## src/rtl/dec_trigger_ctl_pkg.sv

```systemverilog
// Shared trigger types, CSR addresses and mcontrol bit positions for the decode-side trigger block.
// Pure declarations: no latency and no backpressure.
package dec_trigger_ctl_pkg;

    localparam int NUM_TRIG = 4;

    localparam logic [11:0] CSR_TSELECT = 12'h7A0;
    localparam logic [11:0] CSR_TDATA1  = 12'h7A1;
    localparam logic [11:0] CSR_TDATA2  = 12'h7A2;

    localparam logic [3:0] TD1_TYPE    = 4'h2;
    localparam int         TD1_DMODE   = 27;
    localparam int         TD1_HIT     = 20;
    localparam int         TD1_SELECT  = 19;
    localparam int         TD1_ACTION  = 12;
    localparam int         TD1_CHAIN   = 11;
    localparam int         TD1_MATCH   = 7;
    localparam int         TD1_M       = 6;
    localparam int         TD1_EXECUTE = 2;
    localparam int         TD1_STORE   = 1;
    localparam int         TD1_LOAD    = 0;

    typedef struct packed {
        logic        select;
        logic        match;
        logic        store;
        logic        load;
        logic        execute;
        logic        m;
        logic [31:0] tdata2;
    } trigger_pkt_t;

    typedef struct packed {
        logic dmode;
        logic hit;
        logic select;
        logic action;
        logic chain;
        logic match;
        logic m;
        logic execute;
        logic store;
        logic load;
    } mcontrol_t;

    function automatic logic [31:0] mcontrol_rd(input mcontrol_t c);
        logic [31:0] r;
        r              = '0;
        r[31:28]       = TD1_TYPE;
        r[TD1_DMODE]   = c.dmode;
        r[TD1_HIT]     = c.hit;
        r[TD1_SELECT]  = c.select;
        r[TD1_ACTION]  = c.action;
        r[TD1_CHAIN]   = c.chain;
        r[TD1_MATCH]   = c.match;
        r[TD1_M]       = c.m;
        r[TD1_EXECUTE] = c.execute;
        r[TD1_STORE]   = c.store;
        r[TD1_LOAD]    = c.load;
        return r;
    endfunction

    // dmode only sticks from debug mode; chain only exists on the even trigger of a pair
    function automatic mcontrol_t mcontrol_wr(input logic [31:0] d, input logic dbg, input logic even);
        mcontrol_t c;
        c.dmode   = d[TD1_DMODE] & dbg;
        c.hit     = d[TD1_HIT];
        c.select  = d[TD1_SELECT];
        c.action  = d[TD1_ACTION];
        c.chain   = d[TD1_CHAIN] & even;
        c.match   = d[TD1_MATCH];
        c.m       = d[TD1_M];
        c.execute = d[TD1_EXECUTE];
        c.store   = d[TD1_STORE];
        c.load    = d[TD1_LOAD];
        return c;
    endfunction

endpackage

```

## src/rtl/dec_trigger_ctl_if.sv

```systemverilog
// CSR access, raw match inputs and trigger packet/hit outputs of the trigger controller.
// Master drives CSR/match/flush, slave returns read data, packets and hits; no backpressure.
interface dec_trigger_ctl_if;
    import dec_trigger_ctl_pkg::*;

    logic                               csr_wr_en;
    logic [11:0]                        csr_wr_addr;
    logic [31:0]                        csr_wr_data;
    logic [11:0]                        csr_rd_addr;
    logic [31:0]                        csr_rd_data;
    logic                               csr_rd_hit;
    logic                               dbg_mode;
    logic [NUM_TRIG-1:0]                lsu_trigger_match_dc3;
    logic [NUM_TRIG-1:0]                ifu_trigger_match_dc3;
    logic                               flush_lower_wb;
    trigger_pkt_t [NUM_TRIG-1:0]        trigger_pkt_any;
    logic [NUM_TRIG-1:0]                trigger_hit_wb;
    logic                               trigger_action_dbg_wb;

    modport master (
        output csr_wr_en, csr_wr_addr, csr_wr_data, csr_rd_addr, dbg_mode,
               lsu_trigger_match_dc3, ifu_trigger_match_dc3, flush_lower_wb,
        input  csr_rd_data, csr_rd_hit, trigger_pkt_any, trigger_hit_wb, trigger_action_dbg_wb
    );

    modport slave (
        input  csr_wr_en, csr_wr_addr, csr_wr_data, csr_rd_addr, dbg_mode,
               lsu_trigger_match_dc3, ifu_trigger_match_dc3, flush_lower_wb,
        output csr_rd_data, csr_rd_hit, trigger_pkt_any, trigger_hit_wb, trigger_action_dbg_wb
    );

endinterface

```

## src/rtl/dec_trigger_pair_chain.sv

```systemverilog
// Chaining for one even/odd trigger pair: when chained, both fire only if both matched.
// Latency: combinational; no backpressure.
module dec_trigger_pair_chain (
    input  logic       i_chain,
    input  logic [1:0] i_match,
    output logic [1:0] o_hit
);

    assign o_hit = i_chain ? {2{&i_match}} : i_match;

endmodule

```

## src/rtl/dec_trigger_ctl.sv

```systemverilog
// Trigger CSRs (tselect/tdata1/tdata2) for 4 triggers plus dc3->wb match qualification.
// Latency: raw match to trigger_hit_wb is 2 cycles, CSR writes visible next cycle; no backpressure.
module dec_trigger_ctl
    import dec_trigger_ctl_pkg::*;
(
    input  logic              clk,
    input  logic              rst,
    dec_trigger_ctl_if.slave  bus
);

    logic [1:0]          r_tselect;
    mcontrol_t           r_mctl   [NUM_TRIG];
    logic [31:0]         r_tdata2 [NUM_TRIG];
    logic [NUM_TRIG-1:0] r_dc4;
    logic [NUM_TRIG-1:0] r_wb;

    logic [NUM_TRIG-1:0] w_raw;
    logic [NUM_TRIG-1:0] w_kill;
    logic [NUM_TRIG-1:0] w_chain_hit;
    logic [NUM_TRIG-1:0] w_hit;
    logic [NUM_TRIG-1:0] w_action;
    logic                w_sel_locked;
    logic                w_wr_tsel;
    logic                w_wr_td1;
    logic                w_wr_td2;
    mcontrol_t           w_new_mctl;
    mcontrol_t           w_mctl_nxt [NUM_TRIG];
    logic [31:0]         w_rd_data;
    logic                w_rd_hit;

    assign w_raw  = bus.lsu_trigger_match_dc3 | bus.ifu_trigger_match_dc3;
    assign w_kill = {NUM_TRIG{bus.flush_lower_wb}};

    // A dmode trigger belongs to the debugger: outside debug mode its data CSRs are frozen
    assign w_sel_locked = r_mctl[r_tselect].dmode & ~bus.dbg_mode;
    assign w_wr_tsel    = bus.csr_wr_en && (bus.csr_wr_addr == CSR_TSELECT) && (bus.csr_wr_data[31:2] == '0);
    assign w_wr_td1     = bus.csr_wr_en && (bus.csr_wr_addr == CSR_TDATA1) && !w_sel_locked;
    assign w_wr_td2     = bus.csr_wr_en && (bus.csr_wr_addr == CSR_TDATA2) && !w_sel_locked;
    assign w_new_mctl   = mcontrol_wr(bus.csr_wr_data, bus.dbg_mode, ~r_tselect[0]);

    for (genvar p = 0; p < NUM_TRIG / 2; p++) begin : g_pair
        dec_trigger_pair_chain u_chain (
            .i_chain (r_mctl[2*p].chain),
            .i_match (r_wb[2*p+1 -: 2]),
            .o_hit   (w_chain_hit[2*p+1 -: 2])
        );
    end

    assign w_hit = w_chain_hit & ~w_kill;

    // Hardware hit set is ORed in after any software write so it cannot be lost
    always_comb begin
        for (int i = 0; i < NUM_TRIG; i++) begin
            w_mctl_nxt[i] = r_mctl[i];
            if (w_wr_td1 && (r_tselect == i[1:0])) begin
                w_mctl_nxt[i] = w_new_mctl;
            end
            w_mctl_nxt[i].hit = w_mctl_nxt[i].hit | w_hit[i];
            w_action[i]       = r_mctl[i].action;
        end
    end

    always_ff @(posedge clk or posedge rst) begin
        if (rst) begin
            r_tselect <= '0;
            r_dc4     <= '0;
            r_wb      <= '0;
            for (int i = 0; i < NUM_TRIG; i++) begin
                r_mctl[i]   <= '0;
                r_tdata2[i] <= '0;
            end
        end else begin
            if (w_wr_tsel) begin
                r_tselect <= bus.csr_wr_data[1:0];
            end
            r_dc4 <= w_raw & ~w_kill;
            r_wb  <= r_dc4 & ~w_kill;
            for (int i = 0; i < NUM_TRIG; i++) begin
                r_mctl[i] <= w_mctl_nxt[i];
                if (w_wr_td2 && (r_tselect == i[1:0])) begin
                    r_tdata2[i] <= bus.csr_wr_data;
                end
            end
        end
    end

    always_comb begin
        w_rd_data = '0;
        w_rd_hit  = 1'b0;
        case (bus.csr_rd_addr)
            CSR_TSELECT: begin
                w_rd_hit  = 1'b1;
                w_rd_data = {30'b0, r_tselect};
            end
            CSR_TDATA1: begin
                w_rd_hit  = 1'b1;
                w_rd_data = mcontrol_rd(r_mctl[r_tselect]);
            end
            CSR_TDATA2: begin
                w_rd_hit  = 1'b1;
                w_rd_data = r_tdata2[r_tselect];
            end
            default: ;
        endcase
    end

    always_comb begin
        for (int i = 0; i < NUM_TRIG; i++) begin
            bus.trigger_pkt_any[i].select  = r_mctl[i].select  & r_mctl[i].m;
            bus.trigger_pkt_any[i].match   = r_mctl[i].match   & r_mctl[i].m;
            bus.trigger_pkt_any[i].store   = r_mctl[i].store   & r_mctl[i].m;
            bus.trigger_pkt_any[i].load    = r_mctl[i].load    & r_mctl[i].m;
            bus.trigger_pkt_any[i].execute = r_mctl[i].execute & r_mctl[i].m;
            bus.trigger_pkt_any[i].m       = r_mctl[i].m;
            bus.trigger_pkt_any[i].tdata2  = r_tdata2[i];
        end
    end

    assign bus.csr_rd_data           = w_rd_data;
    assign bus.csr_rd_hit            = w_rd_hit;
    assign bus.trigger_hit_wb        = w_hit;
    assign bus.trigger_action_dbg_wb = |(w_hit & w_action);

endmodule

```

## src/flat_wrapper.sv

```systemverilog
// flat-port wrapper written by rule: the top's interface ports become plain ports
module dec_trigger_ctl_flat import dec_trigger_ctl_pkg::*;
  (clk, rst, bus_csr_wr_en, bus_csr_wr_addr, bus_csr_wr_data, bus_csr_rd_addr, bus_dbg_mode, bus_lsu_trigger_match_dc3, bus_ifu_trigger_match_dc3, bus_flush_lower_wb, bus_csr_rd_data, bus_csr_rd_hit, bus_trigger_pkt_any, bus_trigger_hit_wb, bus_trigger_action_dbg_wb);
  dec_trigger_ctl_if bus_i ();
  input  logic clk;
  input  logic rst;
  input wire logic [$bits(bus_i.csr_wr_en)-1:0] bus_csr_wr_en;
  input wire logic [$bits(bus_i.csr_wr_addr)-1:0] bus_csr_wr_addr;
  input wire logic [$bits(bus_i.csr_wr_data)-1:0] bus_csr_wr_data;
  input wire logic [$bits(bus_i.csr_rd_addr)-1:0] bus_csr_rd_addr;
  input wire logic [$bits(bus_i.dbg_mode)-1:0] bus_dbg_mode;
  input wire logic [$bits(bus_i.lsu_trigger_match_dc3)-1:0] bus_lsu_trigger_match_dc3;
  input wire logic [$bits(bus_i.ifu_trigger_match_dc3)-1:0] bus_ifu_trigger_match_dc3;
  input wire logic [$bits(bus_i.flush_lower_wb)-1:0] bus_flush_lower_wb;
  output wire logic [$bits(bus_i.csr_rd_data)-1:0] bus_csr_rd_data;
  output wire logic [$bits(bus_i.csr_rd_hit)-1:0] bus_csr_rd_hit;
  output wire logic [$bits(bus_i.trigger_pkt_any)-1:0] bus_trigger_pkt_any;
  output wire logic [$bits(bus_i.trigger_hit_wb)-1:0] bus_trigger_hit_wb;
  output wire logic [$bits(bus_i.trigger_action_dbg_wb)-1:0] bus_trigger_action_dbg_wb;
  assign bus_i.csr_wr_en = bus_csr_wr_en;
  assign bus_i.csr_wr_addr = bus_csr_wr_addr;
  assign bus_i.csr_wr_data = bus_csr_wr_data;
  assign bus_i.csr_rd_addr = bus_csr_rd_addr;
  assign bus_i.dbg_mode = bus_dbg_mode;
  assign bus_i.lsu_trigger_match_dc3 = bus_lsu_trigger_match_dc3;
  assign bus_i.ifu_trigger_match_dc3 = bus_ifu_trigger_match_dc3;
  assign bus_i.flush_lower_wb = bus_flush_lower_wb;
  assign bus_csr_rd_data = bus_i.csr_rd_data;
  assign bus_csr_rd_hit = bus_i.csr_rd_hit;
  assign bus_trigger_pkt_any = bus_i.trigger_pkt_any;
  assign bus_trigger_hit_wb = bus_i.trigger_hit_wb;
  assign bus_trigger_action_dbg_wb = bus_i.trigger_action_dbg_wb;
  dec_trigger_ctl u_core (.clk(clk), .rst(rst), .bus(bus_i));
endmodule
```

## config.mk

```make
export PLATFORM = sky130hd
export DESIGN_NAME = dec_trigger_ctl_flat
export DESIGN_NICKNAME = d
export VERILOG_FILES = /design/src/rtl/dec_trigger_ctl_pkg.sv /design/src/rtl/dec_trigger_ctl_if.sv /design/src/rtl/dec_trigger_pair_chain.sv /design/src/rtl/dec_trigger_ctl.sv /design/src/flat_wrapper.sv
export SDC_FILE = /design/constraint.sdc
export NUM_CORES = 1
export LEC_CHECK = 0
export BUFFER_PORTS_ARGS = -buffer_cell sky130_fd_sc_hd__buf_2
export CAP_MARGIN = 10
export CORE_MARGIN = 5
export CORE_UTILIZATION = 55
export CTS_BUF_LIST = sky130_fd_sc_hd__clkbuf_8
export DETAILED_ROUTE_END_ITERATION = 8
export GPL_ROUTABILITY_DRIVEN = 0
export HOLD_SLACK_MARGIN = 0.15
export PLACE_DENSITY_LB_ADDON = 0.3
export SYNTH_ARGS = -nofsm -noshare
export SYNTH_HDL_FRONTEND = slang
export SYNTH_SLANG_ARGS = --single-unit
```

## constraint.sdc

```tcl
create_clock -name clk -period 10.2 [get_ports clk]
set_input_delay 0.51 -clock clk [delete_from_list [all_inputs] [get_ports clk]]
set_output_delay 0.51 -clock clk [all_outputs]
set_load 0.01 [all_outputs]
```

==> key figures, run 1 <==
Run status
  – Outcome: completed

STA
  – Tcrit/Tclk final: 31.11%
  – Final setup vio count: 0
  – Max-slew headroom: a little under 30%
  – Fin worst setup slack: 7.027 ns
  – Max Fclk: 315.2 MHz
  – Setup TNS: 0 ns
  – Unrepaired setup endpoints after global routing: false
  – WHS: 0.2179 ns
  – Worst-margin pin slew: 1.060 ns
  – Clk_skew: 0.008735 ns
  – Post-layout min period: around 3.2 ns
  – Hold Fails Final Rpt: 0
  – Final max-slew violation count: 0

Critical path
  – CP required: roughly 9.7 ns
  – Type of the worst setup path: reg -> out
  – CP Launch Type: register
  – Max Fanout on Critical Path: 27
  – CP endpoint kind: output pin
  – CP startpoint: u_core.r_tselect[1]
  – CP Data Arrival Time: around 2.7 ns
  – R2R depth: 4
  – Reg2Reg Setup Slack: 7.36 ns
  – Critical R2R Capture: u_core.bus.trigger_pkt_any[41]
  – Worst r2r src: u_core.r_tselect[0]

Drt
  – Via density: 5.851
  – Residual DRC: 0
  – Drt pass-1 iters: 4
  – Wirelength per Cell: about 23 um
  – Total wire length: 23.26 mm
  – First DRT Iteration DRCs: 339
  – Post-route ant nets: 0
  – Vias: about 6000

GRT
  – Initial antenna violation count: 0
  – GRT overflow: 0
  – Vias in the first global route: about 6400
  – Largest net degree at the start of global routing: 95
  – First-pass GRT wire length: 36.31 mm
  – Total GRT Usage: a little over a quarter

Logic synthesis
  – Largest family of logic cells by synthesized area: multiplexers
  – Mux contribution to synthesized area: 33.52%
  – Net Count, Synth: roughly 650
  – FF+latch count, synth: ~180
  – Post-synthesis compound-gate area fraction: 1.526%
  – Post-synthesis simple-gate area fraction: 9.110%
  – Synth Warn #: 0
  – Post-synthesis instance area: 8447 um^2
  – Top cell type by total area after synthesis: dfrtp_1
  – Post-Synth XOR/XNOR Area: 0%
  – Synth Instances: roughly 580
  – Register area share after synthesis: a little over half
  – Ys async rst share: 100.0%
  – Mapped Avg Cell Area: 14.66 um^2
  – Adder-Cell Fraction of Synth Area: 0%
  – EDFF count, synth: 0
  – Post-synth top cells: dfrtp_1 (178), mux2_2 (97), mux2_1 (68), mux4_2 (41), nor2b_1 (31)
  – Top-count cell post-synth: dfrtp_1
  – Dominant cells by area after synthesis: dfrtp_1 (53%), mux2_2 (13%), mux4_2 (11%)
  – Synth unique cells: 38
  – Post-synth top flop: dfrtp_1
  – Post-synth top area share: 52.73%

Clock network
  – CTS tree: built
  – Postcts setup bufs: 0
  – CTS root buffer: clkbuf_8
  – Cells resized by post-CTS repair: 0
  – CTS Buf Count: 17
  – TritonCTS Sinks: 178
  – Later-pin clock latency in the skew report: 0.45 ns
  – H-Tree Depth: 4
  – Hold buffers post-CTS: 0
  – CTS clk-pin slew, worst paths: 0.09 ns
  – Clock tree buffer depth: 2

Pwr
  – Power Density: 126.6 nW/um^2
  – Leakage: 5.639 nW
  – Worst VDD drop: between 0.08 and 0.09 mV

Placement
  – Pre-CTS setup slack: 7.265 ns
  – Hpwl dp: ~17 mm
  – Area after DPL: between 9000 and 10000 um^2
  – IO buf count: 258

Final layout
  – Diodes inserted: 0
  – Design area: 10300 um^2
  – Share of cells above drive strength 1: 53.22%
  – P&R area growth vs syn: 21.95%
  – Nets: 895

Worst hold path
  – Hold WC Path Type: in -> async

Floorplanning
  – Die W: 133.9 um
  – Die area: 17940 um^2
  – Die height: 133.9 um
  – Num rows: 45
  – I/O Pins: 259
  – Core Area: approximately 15000 um^2
  – Initial core utilization: 55.77%

Flow run
  – Max Cap Viol: 0
==> state kept, by name, summed over array words and instances (netlist names) <==
signal	flops
u_core.r_wb	4
u_core.r_dc4	4
u_core.bus.trigger_pkt_any	132
u_core.r_tselect	2
u_core.r_mctl	36
==> cells by family after synthesis <==
group,count (synthesis)
DFF,178
AOI/OAI and AO/OA,21
buffers and inverters,54
muxes,211
and+or+nand+nor,112
==> placed cells by master, fill, tap and decap left out, types with 2 or more instances in the layout <==
cell type  instances
nand4_1            2
or3b_1             2
and2_1            21
nor3_4             4
mux2i_1            5
mux4_2            41
nand2_1            4
mux2_1            68
inv_1             23
mux2_2            97
dfrtp_1          176
o22ai_1            8
buf_2            258
buf_4              5
a22oi_1            2
o21ai_0            3
nor2_1            16
and4b_1            2
bufinv_16          5
nor3b_1            6
nor2b_1           31
nand3_2            5
clkbuf_8          19
clkinv_2           3
a21oi_1            6
nor4_1             9
==> metrics by stage <==
step | total power (W) | util [%] | instances
final | 0.001305 | 68.01 | 1026
after global routing | 0.001352 | 68.01 | 1026
after CTS | 0.001313 | 68.01 | 1026
after detailed placement | 0.0007760 | 65.04 | 995
after global placement | 0.0007736 | 65.04 | 995
after floorplan | 0.0007433 | - | 576
==> per-layer routing <==
metal | up-vias | track usage (%) | wire [um]
met2 | 242 | 42.87 | 11560
met4 | 0 | 7.429 | 310
met1 | 3121 | 34.87 | 9454
li1 | 2616 | - | -
met3 | 24 | 7.539 | 1940
met5 | - | 0 | 0
==> layout make-up <==
type	count	area (um^2)
Timing Repair Buffer	263	1329
Sequential cell	178	4459
Inverter	22	87.58
Multi-Input combinational cell	344	3740
Fill cell	1110	4845
Tap cell	188	235.2
Clock inverter	12	188.9
Clock buffer	19	261.5
==> how the worst max path moves through the flow <==
stage / end / slack, ns / cells after the start
finish: bus_csr_rd_data[12] / 7.03 / 5
global route: bus_csr_rd_data[12] / 6.89 / 5
CTS: bus_csr_rd_data[11] / 6.98 / 5
detailed placement: bus_csr_rd_data[27] / 7.26 / 7
global placement: bus_csr_rd_data[27] / 7.39 / 7
floorplan: u_core.bus.trigger_pkt_any[0] / 4.86 / 1
==> power breakdown <==
group          switching [W]  internal, W
logic              0.0000358    0.0000162
registers         0.00000139     0.000708
clock network       0.000243     0.000301
==> worst max-delay path, stage by stage (launching register included) <==
cell     delay, ns
dfrtp_2       0.77
buf_4         0.53
mux4_2        0.56
inv_1         0.08
o22ai_1       0.09
buf_2         0.17
No activity file was read; power rests on OpenSTA's default activity.
==> inputs of run 2 (changes only) <==
ABC_AREA = 1   (was unset)
CORE_UTILIZATION = 54   (was 55)
clock period = 3.3 ns   (was 10.2 ns; I/O delays follow)
==> key figures, run 2 <==
Logic synthesis
  – Synth Instances: 1138 (was 576)
  – EDFF count, synth: 0 (unchanged)
  – Dominant cells by area after synthesis: dfrtp_1 (50%), nand2_1 (20%), nand4_1 (9.6%) (was dfrtp_1 (53%), mux2_2 (13%), mux4_2 (11%))
  – Top-count cell post-synth: nand2_1 (was dfrtp_1)
  – Mapped Avg Cell Area: 7.811 um^2 (was 14.66 um^2)
  – Post-synth top area share: 50.11% (was 52.73%)
  – Synth Warn #: 0 (unchanged)
  – Post-synthesis instance area: 8889 um^2 (was 8447 um^2)
  – Post-synth top flop: dfrtp_1 (unchanged)
  – Register area share after synthesis: 50.11% (was 52.73%)
  – Top cell type by total area after synthesis: dfrtp_1 (unchanged)
  – Ys async rst share: 100.0% (unchanged)
  – Synth unique cells: 27 (was 38)
  – Post-synth top cells: nand2_1 (465), dfrtp_1 (178), nand4_1 (136), inv_1 (71), a22oi_1 (50) (was dfrtp_1 (178), mux2_2 (97), mux2_1 (68), mux4_2 (41), nor2b_1 (31))
  – FF+latch count, synth: 178 (unchanged)
  – Net Count, Synth: 1207 (was 645)

STA
  – Setup TNS: 0 ns (unchanged)
  – Tcrit/Tclk final: 86.31%
  – Post-layout min period: 2.848 ns
  – Clk_skew: 0.007220 ns (was 0.008735 ns)
  – Unrepaired setup endpoints after global routing: false (unchanged)
  – Final max-slew violation count: 0 (unchanged)
  – Max Fclk: 351.1 MHz
  – Final setup vio count: 0 (unchanged)
  – Hold Fails Final Rpt: 0 (unchanged)
  – Max-slew headroom: 35.82% (was 29.34%)
  – Worst-margin pin slew: 0.9627 ns (was 1.060 ns)
  – WHS: 0.2403 ns (was 0.2179 ns)

Pwr
  – Worst VDD drop: 0.2206 mV (was 0.08218 mV)
  – Leakage: 6.431 nW (was 5.639 nW)
  – Power Density: 355.5 nW/um^2 (was 126.6 nW/um^2)

Floorplanning
  – I/O Pins: 259 (unchanged)
  – Die W: 138.3 um (was 133.9 um)
  – Num rows: 47 (was 45)
  – Die height: 138.3 um (was 133.9 um)
  – Die area: 19130 um^2 (was 17940 um^2)
  – Core Area: 16350 um^2 (was 15150 um^2)
  – Initial core utilization: 54.37% (was 55.77%)

Clock network
  – Clock tree buffer depth: 2 (unchanged)
  – Later-pin clock latency in the skew report: 0.46 ns (was 0.45 ns)
  – TritonCTS Sinks: 178 (unchanged)
  – Postcts setup bufs: 0 (unchanged)
  – CTS root buffer: clkbuf_8 (unchanged)
  – CTS tree: built (unchanged)
  – CTS Buf Count: 17 (unchanged)
  – H-Tree Depth: 4 (unchanged)
  – CTS clk-pin slew, worst paths: 0.09 ns (about the same)

Critical path
  – CP Launch Type: register (unchanged)
  – Max Fanout on Critical Path: 39 (was 27)
  – CP required: 3.13 ns (was 9.69 ns)
  – CP max stage delay: 0.59 ns (was 0.77 ns)
  – Critical-path cell list: inv_1 > nor2_4 > buf_12 > nand2_1 > nand2_1 > inv_1 > a31oi_1 > buf_2 (was buf_4 > mux4_2 > inv_1 > o22ai_1 > buf_2)
  – CP Data Arrival Time: 2.68 ns (was 2.66 ns)
  – Type of the worst setup path: reg -> out (unchanged)
  – CP endpoint kind: output pin (unchanged)
  – Slowest CP cell: dfrtp_1 (was dfrtp_2)

Placement
  – Hpwl dp: 19.27 mm (was 16.61 mm)
  – Area after DPL: 10270 um^2 (was 9851 um^2)
  – IO buf count: 258 (unchanged)
  – Post-placement cell count: 1547 (was 995)

Drt
  – Vias: 9386 (was 6003)
  – Total wire length: 29.98 mm (was 23.26 mm)
  – Via density: 5.758 (was 5.851)
  – Wirelength per Cell: 18.39 um (was 22.67 um)
  – Residual DRC: 0 (unchanged)
  – First DRT Iteration DRCs: 1012 (was 339)
  – Drt pass-1 iters: 5 (was 4)
  – Post-route ant nets: 0 (unchanged)

GRT
  – Largest net degree at the start of global routing: 179 (was 95)
  – GRT overflow: 0 (unchanged)
  – First-pass GRT wire length: 48.02 mm (was 36.31 mm)
  – Initial antenna violation count: 0 (unchanged)
  – Total GRT Usage: 30.62% (was 26.31%)
  – Vias in the first global route: 8965 (was 6416)

Final layout
  – Share of cells above drive strength 1: 23.00% (was 53.22%)
  – P&R area growth vs syn: 25.86% (was 21.95%)
  – Fill cells: 1381 (was 1110)
  – Register area: 4454 um^2 (was 4459 um^2)
  – Commonest non-fill, non-tap cell in the layout: nand2_1 (was buf_2)
  – Layout Cells excl Fill: 1630 (was 1026)
  – Design area: 11190 um^2 (was 10300 um^2)
  – Largest register FFs: 132 (unchanged)
  – Finished Core Util: 68.43% (was 68.01%)
  – Nets: 1465 (was 895)
  – Most frequent cells in the layout: nand2_1 (465), buf_2 (258), dfrtp_1 (178) (was buf_2 (258), dfrtp_1 (176), mux2_2 (97))
  – Multi-input logic area: 3779 um^2 (was 3740 um^2)

Flow run
  – Max Cap Viol: 0 (unchanged)

Run status
  – Outcome: completed (unchanged)

Worst hold path
  – Hold WC Path Type: in -> reg (was in -> async)
-- run 2: changes by cell type in the layout (fill, tap and decap cells not counted), moves of 20 or more --
cell           change
nand2_1          +461
nand4_1          +134
mux2_2            -97
mux2_1            -68
dlygate4sd3_1     +50
a22oi_1           +48
inv_1             +48
mux4_2            -41
o21ai_0           +33
nor2b_1           -31
nor2_1            +27
nand3_1           +21
and2_1            -20
-- run 2: logic make-up (layout without fill, tap and decap cells) --
| kind of cell | Yosys count | count (layout) | synth area share [%] |
|---|---|---|---|
| multiplexers | 1 | 1 | 0.1126 |
| other | 0 | 1 | 0 |
| buffers and inverters | 160 | 431 | 7.911 |
| AO/OA/AOI/OAI | 114 | 114 | 8.150 |
| AND/OR/NAND/NOR | 685 | 685 | 33.71 |
| flip-flops | 178 | 178 | 50.11 |
-- run 2: critical path, delay by kind of cell, from the launching register on --
kind | cells | cell delay [ns]
flops | 1 | 0.59
simple gates | 3 | 0.66
buf+inv | 4 | 0.75
compound gates | 1 | 0.22
-- run 2: cell type report --
cell class,instances,area share (%)
multi-input cells,800,33.78
clock buffers,20,2.461
inverters,71,2.416
repair buffers,328,17.81
flip-flops and latches,178,39.82
clock inverters,12,1.241
well taps,220,2.461
diodes,1,0.02237
-- run 2: worst paths after layout --
| check | from | cells past startpoint | endpoint | slack [ns] |
|---|---|---|---|---|
| setup / recovery | u_core.r_tselect[0] | 8 | bus_csr_rd_data[8] | 0.45 |
| hold / removal | bus_csr_wr_addr[4] | 8 | u_core.r_mctl[38] | 0.24 |
| setup reg to reg | u_core.r_tselect[0] | 10 | u_core.r_mctl[28] | 0.77 |
| hold reg to reg | u_core.r_dc4[0] | 2 | u_core.r_wb[0] | 0.46 |
| max in group asynchronous | rst | 4 | u_core.r_mctl[28] | 2.07 |
| min in group asynchronous | rst | 4 | u_core.bus.trigger_pkt_any[22] | 0.54 |
-- run 2: what timing repair did --
item | CTS | global route
gates resized for setup | 0 | 0
hold buffers | 50 | 0
endpoints found under the hold margin | 347 | 0
-- run 2: where the power goes --
part / internal, W / leakage, nW / switching [W]
clock network: 0.000799 / 0.221 / 0.000768
logic: 0.0000874 / 3.75 / 0.000132
registers: 0.00219 / 2.46 / 0.00000387
-- run 2: per-stage QoR --
step	power, W	setup WS (ns)
after global routing	0.004114	0.3039
after global placement	0.002404	0.9481
after floorplan	0.002304	0.8544
after CTS	0.003990	0.4723
final	0.003977	0.4519
after detailed placement	0.002405	0.8539
-- run 2: layer usage --
metal	GRT usage [%]	vias up	share of wire [%]
met5	0	-	0
met4	11.75	0	3.1
met3	7.528	68	9.0
met2	48.12	553	47
met1	41.37	4461	41
li1	-	4304	-
==> inputs of run 3 (changes only) <==
CORE_MARGIN = 3   (was 5)
CTS_CLUSTER_SIZE = 28   (was unset)
SLEW_MARGIN = 20   (was unset)
==> key figures, run 3 (synthesized netlist as in run 2, its figures left out) <==
Critical path
  – Worst r2r src: u_core.r_tselect[0] (unchanged)
  – Max Fanout on Critical Path: 36 (was 39)
  – CP max stage delay: 0.61 ns (was 0.59 ns)
  – CP Data Arrival Time: 2.70 ns (was 2.68 ns)
  – Reg2Reg Setup Slack: 0.85 ns (was 0.77 ns)
  – Type of the worst setup path: reg -> out (unchanged)
  – Buf/Inv on CP: 4 (unchanged)
  – CP Launch Type: register (unchanged)
  – R2R depth: 11 (was 10)
  – Worst path depth: 8 (unchanged)
  – CP endpoint kind: output pin (unchanged)
  – CP required: 3.13 ns (about the same)
  – CP Capture Point: bus_csr_rd_data[9] (was bus_csr_rd_data[8])
  – Critical-path cell list: inv_1 > nor2_4 > buf_4 > nand2_1 > nand2_1 > inv_1 > a31oi_1 > buf_2 (was inv_1 > nor2_4 > buf_12 > nand2_1 > nand2_1 > inv_1 > a31oi_1 > buf_2)
  – CP top delay family: buffers and inverters (unchanged)
  – Critical R2R Capture: u_core.bus.trigger_pkt_any[19] (was u_core.r_mctl[28])
  – Slowest CP cell: dfrtp_1 (unchanged)
  – CP startpoint: u_core.r_tselect[0] (unchanged)

Drt
  – Vias: 9442 (was 9386)
  – Via density: 5.796 (was 5.758)
  – Drt pass-1 iters: 5 (unchanged)
  – Residual DRC: 0 (unchanged)
  – Wirelength per Cell: 18.08 um (was 18.39 um)
  – Total wire length: 29.46 mm (was 29.98 mm)
  – First DRT Iteration DRCs: 1035 (was 1012)
  – Post-route ant nets: 0 (unchanged)

STA
  – Unrepaired setup endpoints after global routing: false (unchanged)
  – Final max-slew violation count: 0 (unchanged)
  – Fin worst setup slack: 0.4398 ns (was 0.4519 ns)
  – Worst-margin pin slew: 0.9549 ns (was 0.9627 ns)
  – Setup TNS: 0 ns (unchanged)
  – Final setup vio count: 0 (unchanged)
  – Max-slew headroom: 36.20% (was 35.82%)
  – Post-layout min period: 2.860 ns (was 2.848 ns)
  – Clk_skew: 0.009909 ns (was 0.007220 ns)
  – Hold Fails Final Rpt: 0 (unchanged)
  – Tcrit/Tclk final: 86.67% (was 86.31%)
  – Max Fclk: 349.6 MHz (was 351.1 MHz)

Floorplanning
  – Die W: 134.3 um (was 138.3 um)
  – Num rows: 46 (was 47)
  – I/O Pins: 259 (unchanged)
  – Die height: 134.3 um (was 138.3 um)
  – Core Area: 16000 um^2 (was 16350 um^2)
  – Initial core utilization: 55.55% (was 54.37%)
  – Die area: 18040 um^2 (was 19130 um^2)

Placement
  – IO buf count: 258 (unchanged)
  – Hpwl dp: 19.11 mm (was 19.27 mm)
  – Post-placement cell count: 1547 (unchanged)
  – Pre-CTS setup slack: 0.8968 ns (was 0.8539 ns)

Final layout
  – P&R area growth vs syn: 26.55% (was 25.86%)
  – Fill cells: 1301 (was 1381)
  – Layout Cells excl Fill: 1629 (was 1630)
  – Register area: 4454 um^2 (unchanged)
  – Multi-input logic area: 3779 um^2 (unchanged)
  – Finished Core Util: 70.30% (was 68.43%)
  – Diodes inserted: 0 (was 1)
  – Largest register FFs: 132 (unchanged)
  – Share of cells above drive strength 1: 23.35% (was 23.00%)
  – Nets: 1469 (was 1465)
  – Most frequent cells in the layout: nand2_1 (465), buf_2 (258), dfrtp_1 (178) (unchanged)
  – Commonest non-fill, non-tap cell in the layout: nand2_1 (unchanged)

Clock network
  – CTS root buffer: clkbuf_8 (unchanged)
  – TritonCTS Sinks: 178 (unchanged)
  – CTS Buf Count: 17 (unchanged)
  – Later-pin clock latency in the skew report: 0.47 ns (was 0.46 ns)
  – CTS clk-pin slew, worst paths: 0.09 ns (about the same)
  – H-Tree Depth: 4 (unchanged)
  – Postcts setup bufs: 0 (unchanged)
  – Clock tree buffer depth: 2 (unchanged)
  – CTS tree: built (unchanged)

GRT
  – Vias in the first global route: 8820 (was 8965)
  – Largest net degree at the start of global routing: 91 (was 179)
  – Total GRT Usage: 32.31% (was 30.62%)
  – Initial antenna violation count: 0 (unchanged)
  – First-pass GRT wire length: 46.42 mm (was 48.02 mm)
  – GRT overflow: 0 (unchanged)

Pwr
  – Internal power: 0.003164 W (was 0.003073 W)
  – Worst VDD drop: 0.2503 mV (was 0.2206 mV)
  – Flop pwr share: 53.4% (was 55.1%)
  – Logic pwr share: 5.4% (was 5.5%)
  – Design Power: 0.004107 W (was 0.003977 W)
  – Power Density: 365.1 nW/um^2 (was 355.5 nW/um^2)
  – Sw Ratio: 22.95% (was 22.73%)
  – Net Switching: 0.0009428 W (was 0.0009040 W)
  – Clock network fraction of total power: 41.2% (was 39.4%)
  – Leakage: 6.446 nW (was 6.431 nW)

Flow run
  – Max Cap Viol: 0 (unchanged)

Run status
  – Outcome: completed (unchanged)

Worst hold path
  – Hold WC Path Type: in -> reg (unchanged)
==> run 3: worst reg2reg max path: cells and delay by family, from the launching register on <==
| family | cells | cell delay, ns |
|---|---|---|
| AND/OR/NAND/NOR | 8 | 0.71 |
| buffers and inverters | 3 | 1.01 |
| flip-flops | 1 | 0.61 |
==> run 3: layer usage <==
metal  share of wire [%]  wire length (um)  global-route usage, %
met1                  40             11880                  45.15
met2                  47             13810                  50.08
met3                 9.3              2749                  5.589
met4                 3.5              1019                  13.97
met5                   0                 0                      0
==> run 3: how the worst min path moves through the flow <==
stage / startpoint / endpoint / slack (ns) / depth (start not counted)
final: bus_csr_wr_addr[6] / u_core.r_mctl[8] / 0.23 / 8
after global routing: bus_csr_wr_addr[0] / u_core.r_tselect[0] / 0.24 / 6
after CTS: bus_csr_wr_addr[0] / u_core.r_tselect[0] / 0.22 / 6
after detailed placement: bus_lsu_trigger_match_dc3[2] / u_core.r_dc4[2] / 0.38 / 3
after global placement: bus_lsu_trigger_match_dc3[2] / u_core.r_dc4[2] / 0.38 / 3
after floorplan: bus_lsu_trigger_match_dc3[0] / u_core.r_dc4[0] / 0.29 / 2
==> run 3: final cells by class <==
| type | count | area share (%) |
|---|---|---|
| Sequential cell | 178 | 39.60 |
| Multi-Input combinational cell | 800 | 33.59 |
| Timing Repair Buffer | 332 | 17.98 |
| Clock buffer | 20 | 2.447 |
| Inverter | 71 | 2.403 |
| Tap cell | 216 | 2.403 |
| Clock inverter | 12 | 1.580 |
==> run 3: power groups by stage <==
| stage | sequential (W) | clock, W | combinational (W) |
|---|---|---|---|
| floorplan | 0.00224 | 0 | 0.0000693 |
| global placement | 0.00223 | 0 | 0.000172 |
| detailed placement | 0.00223 | 0 | 0.000174 |
| CTS | 0.00219 | 0.00170 | 0.000221 |
| global route | 0.00219 | 0.00180 | 0.000245 |
| finish | 0.00219 | 0.00169 | 0.000224 |
==> run 3: what timing repair did <==
action                    4_1_cts  5_1_grt
hold buffers                   50        0
resized for setup               0        0
hold endpoints to repair      208        0
==> run 3: through the flow <==
step | hold WS [ns] | area [um^2]
5_1_grt | 0.2421 | 11250
3_5_place_dp | 0.3842 | 10290
3_3_place_gp | 0.3774 | 10290
2_1_floorplan | 0.2900 | 8892
4_1_cts | 0.2175 | 11250
6_report | 0.2333 | 11250
